--- config.mk ---
export PLATFORM = sky130hd
export DESIGN_NAME = fir_mac_seq_flat
export DESIGN_NICKNAME = d
export VERILOG_FILES = /design/src/rtl/fir_pkg.sv /design/src/rtl/fir_mac_seq_if.sv /design/src/rtl/fir_delay_line.sv /design/src/rtl/fir_mac_seq.sv /design/src/flat_wrapper.sv
export SDC_FILE = /design/constraint.sdc
export NUM_CORES = 1
export LEC_CHECK = 0
export ABC_AREA = 1
export ABC_CLOCK_PERIOD_IN_PS = 1500
export CELL_PAD_IN_SITES_DETAIL_PLACEMENT = 1
export CELL_PAD_IN_SITES_GLOBAL_PLACEMENT = 2
export CORE_ASPECT_RATIO = 0.9
export CORE_MARGIN = 2
export CORE_UTILIZATION = 25
export CTS_CLUSTER_DIAMETER = 200
export DETAILED_ROUTE_END_ITERATION = 12
export GPL_ROUTABILITY_DRIVEN = 0
export HOLD_SLACK_MARGIN = 0.05
export PLACE_DENSITY = 0.7
export SLEW_MARGIN = 20
export SYNTH_ARGS = -nofsm -noshare
export SYNTH_HDL_FRONTEND = slang
export SYNTH_SLANG_ARGS = --single-unit
export TNS_END_PERCENT = 1
--- constraint.sdc ---
create_clock -name iClk12M -period 1.5 [get_ports iClk12M]
set_input_delay 0.3 -clock iClk12M [delete_from_list [all_inputs] [get_ports iClk12M]]
set_output_delay 0.3 -clock iClk12M [all_outputs]
set_load 0.01 [all_outputs]
--- src/rtl/fir_pkg.sv ---
// Shared constants and state encoding for the FIR MAC sequencer slice.
package fir_pkg;

  localparam int TAPS     = 10;
  localparam int SAMPLE_W = 3;
  localparam int ADDR_W   = 4;   // 2**ADDR_W must cover TAPS
  localparam int DELAY_W  = TAPS * SAMPLE_W;

  localparam logic [ADDR_W-1:0] LAST_ADDR = ADDR_W'(TAPS - 1);

  typedef enum logic [1:0] {
    IDLE,
    READ,
    LAST,
    DONE
  } seqState_t;

endpackage

--- src/rtl/fir_mac_seq_if.sv ---
// Sample input, delay-chain, coefficient SRAM and MAC control bundle of the
// FIR MAC sequencer. Optional macro FIR_SAMPLE_OVF_EN adds iOvfClr/oOvf.
// The sequencer attaches through modport master; the environment through slave.
interface fir_mac_seq_if;
  import fir_pkg::*;

  logic                iEnSample;
  logic [SAMPLE_W-1:0] iFirIn;
  logic [DELAY_W-1:0]  oDelay;
  logic                oCsn;
  logic                oWrn;
  logic [ADDR_W-1:0]   oAddr;
  logic                oEnMul;
  logic                oEnAddAcc;
  logic                oBusy;
  logic                oDone;
`ifdef FIR_SAMPLE_OVF_EN
  logic                iOvfClr;
  logic                oOvf;

  modport master (
    input  iEnSample, iFirIn, iOvfClr,
    output oDelay, oCsn, oWrn, oAddr, oEnMul, oEnAddAcc, oBusy, oDone, oOvf
  );

  modport slave (
    output iEnSample, iFirIn, iOvfClr,
    input  oDelay, oCsn, oWrn, oAddr, oEnMul, oEnAddAcc, oBusy, oDone, oOvf
  );
`else
  modport master (
    input  iEnSample, iFirIn,
    output oDelay, oCsn, oWrn, oAddr, oEnMul, oEnAddAcc, oBusy, oDone
  );

  modport slave (
    output iEnSample, iFirIn,
    input  oDelay, oCsn, oWrn, oAddr, oEnMul, oEnAddAcc, oBusy, oDone
  );
`endif

endinterface

--- src/rtl/fir_delay_line.sv ---
// Tap delay chain: shifts one sample in at tap 0 on each load, the oldest
// tap falls off the top. Holds otherwise.
module fir_delay_line #(
  parameter int TAPS     = 10,
  parameter int SAMPLE_W = 3
) (
  input  logic                     iClk12M,
  input  logic                     iRsn,
  input  logic                     iLoad,
  input  logic [SAMPLE_W-1:0]      iSample,
  output logic [TAPS*SAMPLE_W-1:0] oTaps
);

  // shift the chain by one tap on an accepted sample
  always_ff @(posedge iClk12M or negedge iRsn) begin
    if (!iRsn) begin
      oTaps <= '0;
    end else if (iLoad) begin
      oTaps <= {oTaps[(TAPS-1)*SAMPLE_W-1:0], iSample};
    end
  end

endmodule

--- src/rtl/fir_mac_seq.sv ---
// FIR MAC sequencer: per accepted sample, reads all coefficients from the
// single-port SRAM and drives MAC enables aligned to the read data.
// Optional macro FIR_SAMPLE_OVF_EN adds a sticky dropped-sample flag.
//
// state | meaning
// IDLE  | waiting for a sample strobe
// READ  | coefficient reads in flight, oAddr walks 0..TAPS-1
// LAST  | SRAM deselected, final MAC enable cycle
// DONE  | oDone high; a new strobe here starts the next sequence directly
module fir_mac_seq
  import fir_pkg::*;
(
  input  logic          iClk12M,
  input  logic          iRsn,
  fir_mac_seq_if.master bus
);

  seqState_t         state;
  logic              accept;
  logic              csn;
  logic [ADDR_W-1:0] addr;
  logic              busy;
  logic              done;
  logic              enMac;

  // the DONE cycle still counts as busy, but the sequence has ended, so a
  // strobe there is taken rather than dropped
  assign accept = bus.iEnSample && ((state == IDLE) || (state == DONE));

  fir_delay_line #(
    .TAPS    (TAPS),
    .SAMPLE_W(SAMPLE_W)
  ) uDelayLine (
    .iClk12M(iClk12M),
    .iRsn   (iRsn),
    .iLoad  (accept),
    .iSample(bus.iFirIn),
    .oTaps  (bus.oDelay)
  );

  // sequence FSM: SRAM select, tap counter, busy and done
  always_ff @(posedge iClk12M or negedge iRsn) begin
    if (!iRsn) begin
      state <= IDLE;
      csn   <= 1'b1;
      addr  <= '0;
      busy  <= 1'b0;
      done  <= 1'b0;
    end else begin
      done <= 1'b0;
      case (state)
        IDLE: begin
          if (accept) begin
            csn   <= 1'b0;
            addr  <= '0;
            busy  <= 1'b1;
            state <= READ;
          end
        end
        READ: begin
          if (addr == LAST_ADDR) begin
            csn   <= 1'b1;
            addr  <= '0;
            state <= LAST;
          end else begin
            addr <= addr + 1'b1;
          end
        end
        LAST: begin
          done  <= 1'b1;
          state <= DONE;
        end
        DONE: begin
          if (accept) begin
            csn   <= 1'b0;
            addr  <= '0;
            state <= READ;
          end else begin
            busy  <= 1'b0;
            state <= IDLE;
          end
        end
        default: state <= IDLE;
      endcase
    end
  end

  // SRAM data lags the select by one cycle, so the MAC enables do too
  always_ff @(posedge iClk12M or negedge iRsn) begin
    if (!iRsn) begin
      enMac <= 1'b0;
    end else begin
      enMac <= !csn;
    end
  end

  assign bus.oCsn      = csn;
  assign bus.oWrn      = 1'b1;
  assign bus.oAddr     = addr;
  assign bus.oEnMul    = enMac;
  assign bus.oEnAddAcc = enMac;
  assign bus.oBusy     = busy;
  assign bus.oDone     = done;

`ifdef FIR_SAMPLE_OVF_EN
  logic dropped;
  logic ovf;

  assign dropped = bus.iEnSample && ((state == READ) || (state == LAST));

  // sticky dropped-sample flag; a new drop beats a simultaneous clear
  always_ff @(posedge iClk12M or negedge iRsn) begin
    if (!iRsn) begin
      ovf <= 1'b0;
    end else if (dropped) begin
      ovf <= 1'b1;
    end else if (bus.iOvfClr) begin
      ovf <= 1'b0;
    end
  end

  assign bus.oOvf = ovf;
`endif

endmodule
--- src/flat_wrapper.sv ---
// flat-port wrapper written by rule: the top's interface ports become plain ports
module fir_mac_seq_flat import fir_pkg::*;
  (iClk12M, iRsn, bus_iEnSample, bus_iFirIn, bus_oDelay, bus_oCsn, bus_oWrn, bus_oAddr, bus_oEnMul, bus_oEnAddAcc, bus_oBusy, bus_oDone);
  fir_mac_seq_if bus_i ();
  input  logic iClk12M;
  input  logic iRsn;
  input wire logic [$bits(bus_i.iEnSample)-1:0] bus_iEnSample;
  input wire logic [$bits(bus_i.iFirIn)-1:0] bus_iFirIn;
  output wire logic [$bits(bus_i.oDelay)-1:0] bus_oDelay;
  output wire logic [$bits(bus_i.oCsn)-1:0] bus_oCsn;
  output wire logic [$bits(bus_i.oWrn)-1:0] bus_oWrn;
  output wire logic [$bits(bus_i.oAddr)-1:0] bus_oAddr;
  output wire logic [$bits(bus_i.oEnMul)-1:0] bus_oEnMul;
  output wire logic [$bits(bus_i.oEnAddAcc)-1:0] bus_oEnAddAcc;
  output wire logic [$bits(bus_i.oBusy)-1:0] bus_oBusy;
  output wire logic [$bits(bus_i.oDone)-1:0] bus_oDone;
  assign bus_i.iEnSample = bus_iEnSample;
  assign bus_i.iFirIn = bus_iFirIn;
  assign bus_oDelay = bus_i.oDelay;
  assign bus_oCsn = bus_i.oCsn;
  assign bus_oWrn = bus_i.oWrn;
  assign bus_oAddr = bus_i.oAddr;
  assign bus_oEnMul = bus_i.oEnMul;
  assign bus_oEnAddAcc = bus_i.oEnAddAcc;
  assign bus_oBusy = bus_i.oBusy;
  assign bus_oDone = bus_i.oDone;
  fir_mac_seq u_core (.iClk12M(iClk12M), .iRsn(iRsn), .bus(bus_i));
endmodule
* After elaboration in Yosys (flattened, before gate mapping)
Index checks and enable logic that the tools add are counted.
** Operators by class
- Add/sub/neg operators :: 1
- $mul :: 0
- Divide/modulo/power cells :: 0
- Order comparisons :: 0
- Eq/ne operators :: 8
- Shifts and indexed selects :: 0
- Muxes and demuxes :: 14
- Bitwise logic cells :: 0
- Reduce and logical (&&, ||, !) cells :: 11
** Operator list (count)
- $mux 4 :: 2
- $pmux 2 s4 :: 1
- $pmux 4 s2 :: 1
- $mux 1 :: 6
- $ne 2x1->1 const B :: 3
- $reduce_and 3->1 :: 2
- $add 4x1->4 const B :: 1
- $eq 2x2->1 const B :: 2
- $eq 4x4->1 const B :: 1
- $mux 2 :: 2
- $pmux 1 s2 :: 2
- $reduce_and 2->1 :: 2
- $reduce_bool 2->1 :: 2
- $eq 2x1->1 const B :: 1
- $logic_not 2->1 :: 1
- $ne 2x2->1 const B :: 1
- $reduce_or 2->1 :: 1
- $logic_and 1x1->1 :: 1
- $logic_not 1->1 :: 1
- $logic_or 1x1->1 :: 1
** Word-level totals
- Flip-flop bits (word level) :: 40
- Latch bits :: 0
- Bits in writable memories :: 0
- ROM bits :: 0
- Bits of input ports :: 6
- Output and inout bits :: 40
- Word-level logic and storage cells :: 41
- Memories kept :: 0

* Longest topological paths before layout
Gate-level depths: netlist of run 1.
- Depth after elaboration :: 5
- Mapped depth :: 8
- Depth with buffers taken out :: 8

* Cells and area by module
From an unflattened synthesis of run 1, not the netlist that was laid out.
** Unflattened totals
- Cells, all modules :: 195
- Area, all modules :: 1720.4 um^2
** By module, submodules not included
- fir_delay_line :: times used 1, cells each 127, area an instance 1122.3 um^2
- fir_mac_seq :: times used 1, cells each 68, area an instance 598.1 um^2

* Least setup slack after synthesis of run 1
No wires, ideal clock.
- Path kind :: flip-flop to flip-flop
- Start point :: reg u_core.state[0]
- End point :: reg u_core.uDelayLine.oTaps[21]
- Setup time :: 0.118 ns
- Arrival :: 1.315 ns
- Setup slack :: 0.067 ns
- Cell stages (with the launch flop) :: 9
- Buffers on the path :: 1
- Clock period less this slack :: 1.433 ns
- Cells stage by stage :: dfrtp_1 -> inv_1 -> ha_1 -> inv_1 -> nand2_2 -> inv_2 -> buf_4 -> nand2_1 -> o21ai_2
** On the way
- Longest elaborated chain between the ends :: 3
** Ends and longest elaborated chain
- from (decl) :: RTL line fir_mac_seq.sv:18 : seqState_t state;
- from (signal assigned) :: RTL line fir_mac_seq.sv:44 : state <= IDLE;
- from (signal assigned) :: RTL line fir_mac_seq.sv:57 : state <= READ;
- from (signal assigned) :: RTL line fir_mac_seq.sv:64 : state <= LAST;
- $eq 2x2->1 or $logic_not 2->1 (tied branches) :: RTL line fir_mac_seq.sv:28 : assign accept = bus.iEnSample && ((state == IDLE) || (state == DONE));
- $logic_or 1x1->1 * :: RTL line fir_mac_seq.sv:28
- $logic_and 1x1->1 * :: RTL line fir_mac_seq.sv:28
- to (signal assigned) :: RTL line fir_delay_line.sv:19 : oTaps <= {oTaps[(TAPS-1)*SAMPLE_W-1:0], iSample};
- to (decl) :: RTL line fir_delay_line.sv:11 : output logic [TAPS*SAMPLE_W-1:0] oTaps
Mark *: on every way between the ends. The rest lies on a longest branch, timed or not.
A chain may end at the register's enable or synchronous reset.

* Worst setup path after layout of run 1
- Start point :: reg u_core.done, in the netlist u_core.bus.oDone
- End point :: out bus_oDone
** RTL lines
- from (decl) :: RTL line fir_mac_seq.sv:23 : logic done;
- from (signal assigned) :: RTL line fir_mac_seq.sv:48 : done <= 1'b0;
- from (signal assigned) :: RTL line fir_mac_seq.sv:50 : done <= 1'b0;
- from (signal assigned) :: RTL line fir_mac_seq.sv:70 : done <= 1'b1;
- to (decl) :: RTL line flat_wrapper.sv:16 : output wire logic [$bits(bus_i.oDone)-1:0] bus_oDone;
No word-level cell between the ends.

==> results.sh, run 1 <==
export IMPL_status="finished, final reports clean"
export IMPL_yosys_warnings=0
export IMPL_yosysTopAreaCellShare_pct=56.8
export IMPL_hold_viol=0
export IMPL_num_fill_cells=765
export IMPL_cts_buffers_inserted=5
export IMPL_ff2ff_setup_slack_ns=0.11
export IMPL_ys_ff_latch=40
export IMPL_overflow=0
export IMPL_holdWs_ns=0.445
export IMPL_port_buffers=44
export IMPL_instances_no_fill=340
export IMPL_clk_pin_slew_ns=0.07
export IMPL_drc=0
export IMPL_worstRegToRegCells=8
export IMPL_layout_nets=263
export IMPL_drtIter0Drc=33
export IMPL_cp_start_kind="flop"
export IMPL_synthesis_nets=207
export IMPL_cts_max_path_buffers=2
export IMPL_grt_usage_pct=12.1
export IMPL_synth_top_cell_by_area="dfrtp_1"
export IMPL_rsz0062_at_grt="true"
export IMPL_drt_total_wl_um=4110
export IMPL_die_w_um=91.4
export IMPL_clock_latency_ns=0.29
export IMPL_synthTopCellsByArea="dfrtp_1 (57%), nand2_1 (21%), ha_1 (5.8%)"
export IMPL_slew_viol_final=0
export IMPL_setup_viol=0
export IMPL_path_buf_inv=1
export IMPL_area_growth_pct=42.0
export IMPL_rr_startpoint="u_core.state[0]"
export IMPL_post_drt_wl_per_cell_um=12.1
export IMPL_r2r_end="u_core.uDelayLine.oTaps[23]"
export IMPL_core_um2=6620
export IMPL_seq_area_frac_synth_pct=58.3
export IMPL_power_density_nw_per_um2=1940
export IMPL_critPathLaunch="u_core.bus.oDone"
export IMPL_ir_drop_v=0.000543
export IMPL_synthesis_area_per_instance_um2=8.90
export IMPL_crit_fanout=1
export IMPL_netlist_area_um2=1720
export IMPL_end_kind="output pin"
export IMPL_drive_above_1_share_pct=12.4
export IMPL_fin_skew_ns=0.00650
export IMPL_critical_path_slowest_cell="clkdlybuf4s50_1"
export IMPL_crit_cells=1
export IMPL_finalWorstPathRequiredPeriod_ns=1.43
export IMPL_cts_tree="built"
export IMPL_synth_cell_types=17
export IMPL_syn_inst=193
export IMPL_clock_fmax_ghz=0.700
export IMPL_ant_nets=0
export IMPL_cp_cell_sequence="clkdlybuf4s50_1"
export IMPL_placedCellCount=331
export IMPL_antenna_found_initial=0
export IMPL_hp_class="flop to flop"
export IMPL_dpl_cell_area_um2=2360
export IMPL_grt_pass1_wl_um=7070
export IMPL_path_class="flop to output pin"
export IMPL_htreeDepth=2
export IMPL_dieArea_um2=7550
export IMPL_final_area_um2=2440
export IMPL_path_delay_family="buffers and inverters"
export IMPL_num_io_pins=46
export IMPL_cp_data_required_time_ns=1.20
export IMPL_vias=1393
export IMPL_drt_first_pass_iters=3
export IMPL_worstSetupEndpoint="bus_oDone"
export IMPL_root_buffer="clkbuf_8"
export IMPL_grt_max_degree=31
export IMPL_viasPerCell=4.10
export IMPL_antenna_cells=0
export IMPL_cts_setup_buffers=0
export IMPL_drv_cap=0
export IMPL_dieHeight_um=82.6
export IMPL_cts_sinks=40
export IMPL_finalCritPeriodShare_pct=95.2
export IMPL_p_leak_nw=1.42
export IMPL_cp_slowest_stage_delay_ns=0.52
export IMPL_critPathArrivalTime_ns=1.13
export IMPL_post_dp_hpwl_um=2970
export IMPL_rows=28
export IMPL_start_util_pct=25.9
export IMPL_grt_pass1_vias=1431
==> flip-flops by register name (all words and copies together), names as in the netlist <==
register and cells:
u_core.bus.oAddr 4, u_core.bus.oEnAddAcc 1, u_core.uDelayLine.oTaps 30, u_core.bus.oCsn 1
u_core.state 2, u_core.bus.oDone 1, u_core.bus.oBusy 1
==> final cells by class <==
type / instances / area (um^2) / share of cell area [%]
repair buffers: 57 / 561 / 23.0
clock inverters: 2 / 10.0 / 0.410
flip-flops and latches: 40 / 1000 / 41.2
multi-input cells: 131 / 616 / 25.2
clock buffers: 6 / 82.6 / 3.39
inverters: 14 / 52.6 / 2.15
well taps: 90 / 113 / 4.62
==> how the worst min path moves through the flow <==
stage / start / to / slack (ns) / depth (start not counted)
floorplan: iRsn / u_core.bus.oAddr[0] / 0.004 / 0
global placement: iRsn / u_core.bus.oAddr[0] / 0.27 / 1
detailed placement: iRsn / u_core.bus.oAddr[1] / 0.26 / 1
CTS: u_core.bus.oCsn / u_core.bus.oEnAddAcc / 0.45 / 1
global route: u_core.bus.oCsn / u_core.bus.oEnAddAcc / 0.48 / 1
finish: u_core.bus.oCsn / u_core.bus.oEnAddAcc / 0.44 / 1
==> what timing repair did <==
item / CTS / global route
hold buffers: 1 / 0
endpoints found under the setup margin: 33 / 22
endpoints found under the hold margin: 13 / 0
gates resized for setup: 34 / 7
==> stage by stage <==
step	util (%)	power [mW]	setup slack (ns)	TNS, ns
final	36.8	4.73	0.0717	0
after global routing	36.8	5.17	-0.0341	-0.0420
after CTS	36.6	4.83	-0.0702	-0.0702
after detailed placement	35.6	4.28	0.0585	0
after global placement	35.6	4.22	0.0758	0
after floorplan	-	2.95	0.0670	0
==> synth_stat cells <==
library cell and number:
nand2_1 98, dfrtp_1 39, inv_1 13, ha_1 8
nand3_1 8, o21ai_0 8, buf_2 5, buf_4 3
o21ai_2 3, a21oi_2 1, conb_1 1, dfstp_2 1
inv_2 1, nand2_2 1, nand3b_1 1, nand4_1 1
xnor2_1 1
==> per-layer routing <==
metal | vias to the layer above | routed length, um | GRT usage, %
met3 | 4 | 166 | 2.81
li1 | 701 | - | -
met1 | 655 | 2140 | 16.1
met2 | 33 | 1740 | 18.8
met5 | - | 0 | 0
met4 | 0 | 63 | 5.91
==> placed cells by master, fill, tap and decap left out, drive strengths merged, types with 2 or more instances in the layout <==
cell type      synthesis  routed
nand2                 99      99
clkbuf                 0       6
clkdlybuf4s50          0       5
o21ai                 11      11
dfrtp                 39      39
buf                    8      13
inv                   14      14
ha                     8       8
nand3                  8       8
dlymetal6s2s           0       6
dlygate4sd2            0      32
clkinv                 0       2
==> power breakdown <==
group / total (mW) / internal [mW] / switching (mW)
combinational: 2.23 / 1.00 / 1.23
sequential: 1.75 / 1.48 / 0.271
clock: 0.750 / 0.368 / 0.382
total: 4.73 / 2.85 / 1.88
==> cell families after synthesis <==
kind of cell    Yosys count  synth area share, %
simple gates            109                 24.9
flops                    40                 58.3
buf+inv                  22                 5.83
compound gates           12                 4.37
fa+ha+maj                 8                 5.83
xor+xnor                  1                0.510
other cells               1                0.218
Power figures use the tool's default switching activity.
==> inputs of run 2 (changes only) <==
PLACE_DENSITY = 0.75   (was 0.7)
==> results.sh, run 2 (same netlist as run 1, synthesis figures left out) <==
export IMPL_core_um2=6620
export IMPL_rsz0062_at_grt="false"
export IMPL_ff2ff_setup_slack_ns=0.12
export IMPL_drive_above_1_share_pct=11.7
export IMPL_cts_buffers_inserted=5
export IMPL_drv_cap=0
export IMPL_clk_pin_slew_ns=0.08
export IMPL_drt_first_pass_iters=4
export IMPL_antenna_found_initial=0
export IMPL_finalWorstPathRequiredPeriod_ns=1.45
export IMPL_post_drt_wl_per_cell_um=12.6
export IMPL_finalCritPeriodShare_pct=96.5
export IMPL_htreeDepth=2
export IMPL_grt_pass1_vias=1481
export IMPL_ant_nets=0
export IMPL_cp_slowest_stage_delay_ns=0.53
export IMPL_overflow=0
export IMPL_dieArea_um2=7550
export IMPL_die_w_um=91.4
export IMPL_final_common_cell="nand2_1"
export IMPL_rr_startpoint="u_core.state[0]"
export IMPL_seq_area_um2=1000
export IMPL_path_buf_inv=1
export IMPL_multi_input_area_um2=628
export IMPL_rows=28
export IMPL_path_delay_family="buffers and inverters"
export IMPL_clock_fmax_ghz=0.691
export IMPL_place_ws_ns=0.0167
export IMPL_critPathArrivalTime_ns=1.15
export IMPL_fin_skew_ns=0.00770
export IMPL_cp_start_kind="flop"
export IMPL_drt_total_wl_um=4270
export IMPL_worstRegToRegCells=8
export IMPL_ir_drop_v=0.000623
export IMPL_critPathLaunch="u_core.bus.oDone"
export IMPL_grt_max_degree=31
export IMPL_largest_reg_flops=30
export IMPL_cp_cell_sequence="clkdlybuf4s50_1"
export IMPL_viasPerCell=4.22
export IMPL_setup_viol=0
export IMPL_vias=1425
export IMPL_critical_path_slowest_cell="clkdlybuf4s50_1"
export IMPL_grt_pass1_wl_um=7050
export IMPL_status="finished, final reports clean"
export IMPL_final_core_util_pct=37.1
export IMPL_post_dp_hpwl_um=3010
export IMPL_num_io_pins=46
export IMPL_root_buffer="clkbuf_8"
export IMPL_hp_class="input pin to async pin"
export IMPL_drc=0
export IMPL_area_growth_pct=42.8
export IMPL_hold_viol=0
export IMPL_slew_viol_final=0
export IMPL_placedCellCount=328
export IMPL_r2r_end="u_core.uDelayLine.oTaps[22]"
export IMPL_cts_sinks=40
export IMPL_p_leak_nw=1.45
export IMPL_top_register="u_core.uDelayLine.oTaps"
export IMPL_instances_no_fill=338
export IMPL_layout_nets=262
export IMPL_path_class="flop to output pin"
export IMPL_crit_fanout=1
export IMPL_start_util_pct=25.9
export IMPL_grt_usage_pct=12.1
export IMPL_power_density_nw_per_um2=1950
export IMPL_port_buffers=44
export IMPL_num_fill_cells=769
export IMPL_cp_data_required_time_ns=1.20
export IMPL_most_common_layout_cells="nand2_1 (98), dfrtp_1 (38), dlygate4sd2_1 (29)"
export IMPL_crit_cells=1
export IMPL_clock_latency_ns=0.29
export IMPL_dieHeight_um=82.6
export IMPL_cts_tree="built"
export IMPL_end_kind="output pin"
export IMPL_drtIter0Drc=55
export IMPL_setup_ws_ns=0.0526
export IMPL_cts_max_path_buffers=2
export IMPL_antenna_cells=0
## run 2: changes by cell type in the layout (fill, tap and decap cells not counted), sizes merged
cell	change
buf	-2
clkinv	-1
dlymetal6s2s	+3
clkinvlp	+1
dlygate4sd2	-3
## run 2: timing repair
item,in CTS,in global routing
endpoints found under the hold margin,14,0
endpoints found under the setup margin,30,45
setup buffers,0,1
gates cloned,0,1
hold buffers,1,0
resized for setup,30,15
## run 2: cell type report
class                   count  share of cell area (%)
well taps                  90                    4.59
clock buffers               5                    2.80
repair buffers             56                    23.4
inverters                  14                    2.24
multi-input cells         131                    25.6
flip-flops and latches     40                    40.9
clock inverters             2                   0.510
## run 2: stage by stage
| step | hold WS [ns] | power [mW] | setup TNS (ns) | area (um^2) |
|---|---|---|---|---|
| floorplan | 0.00441 | 2.95 | 0 | 1720 |
| global placement | 0.267 | 4.15 | 0 | 2320 |
| detailed placement | 0.268 | 4.21 | 0 | 2320 |
| CTS | 0.469 | 4.74 | -0.0769 | 2380 |
| global route | 0.480 | 5.22 | 0 | 2450 |
| finish | 0.467 | 4.78 | 0 | 2450 |
## run 2: how the worst max path moves through the flow
stage                     slack, ns                          end
after floorplan                0.07  u_core.uDelayLine.oTaps[21]
after global placement         0.07  u_core.uDelayLine.oTaps[23]
after detailed placement       0.02  u_core.uDelayLine.oTaps[21]
after CTS                     -0.08                 bus_oAddr[2]
after global routing          0.005   u_core.uDelayLine.oTaps[5]
final                          0.05                    bus_oDone
## run 2: routing by layer
| layer | vias up | wire [um] | track usage, % |
|---|---|---|---|
| li1 | 698 | - | - |
| met1 | 693 | 2080 | 15.4 |
| met2 | 28 | 1960 | 19.6 |
| met3 | 6 | 160 | 3.63 |
| met4 | 0 | 73 | 5.00 |
| met5 | - | 0 | 0 |
## run 2: where the power goes
part | switching [mW] | internal (mW) | total (mW) | leakage (nW)
Combinational | 1.27 | 1.05 | 2.33 | 0.891
Clock | 0.372 | 0.315 | 0.687 | 0.0400
Sequential | 0.286 | 1.48 | 1.76 | 0.520
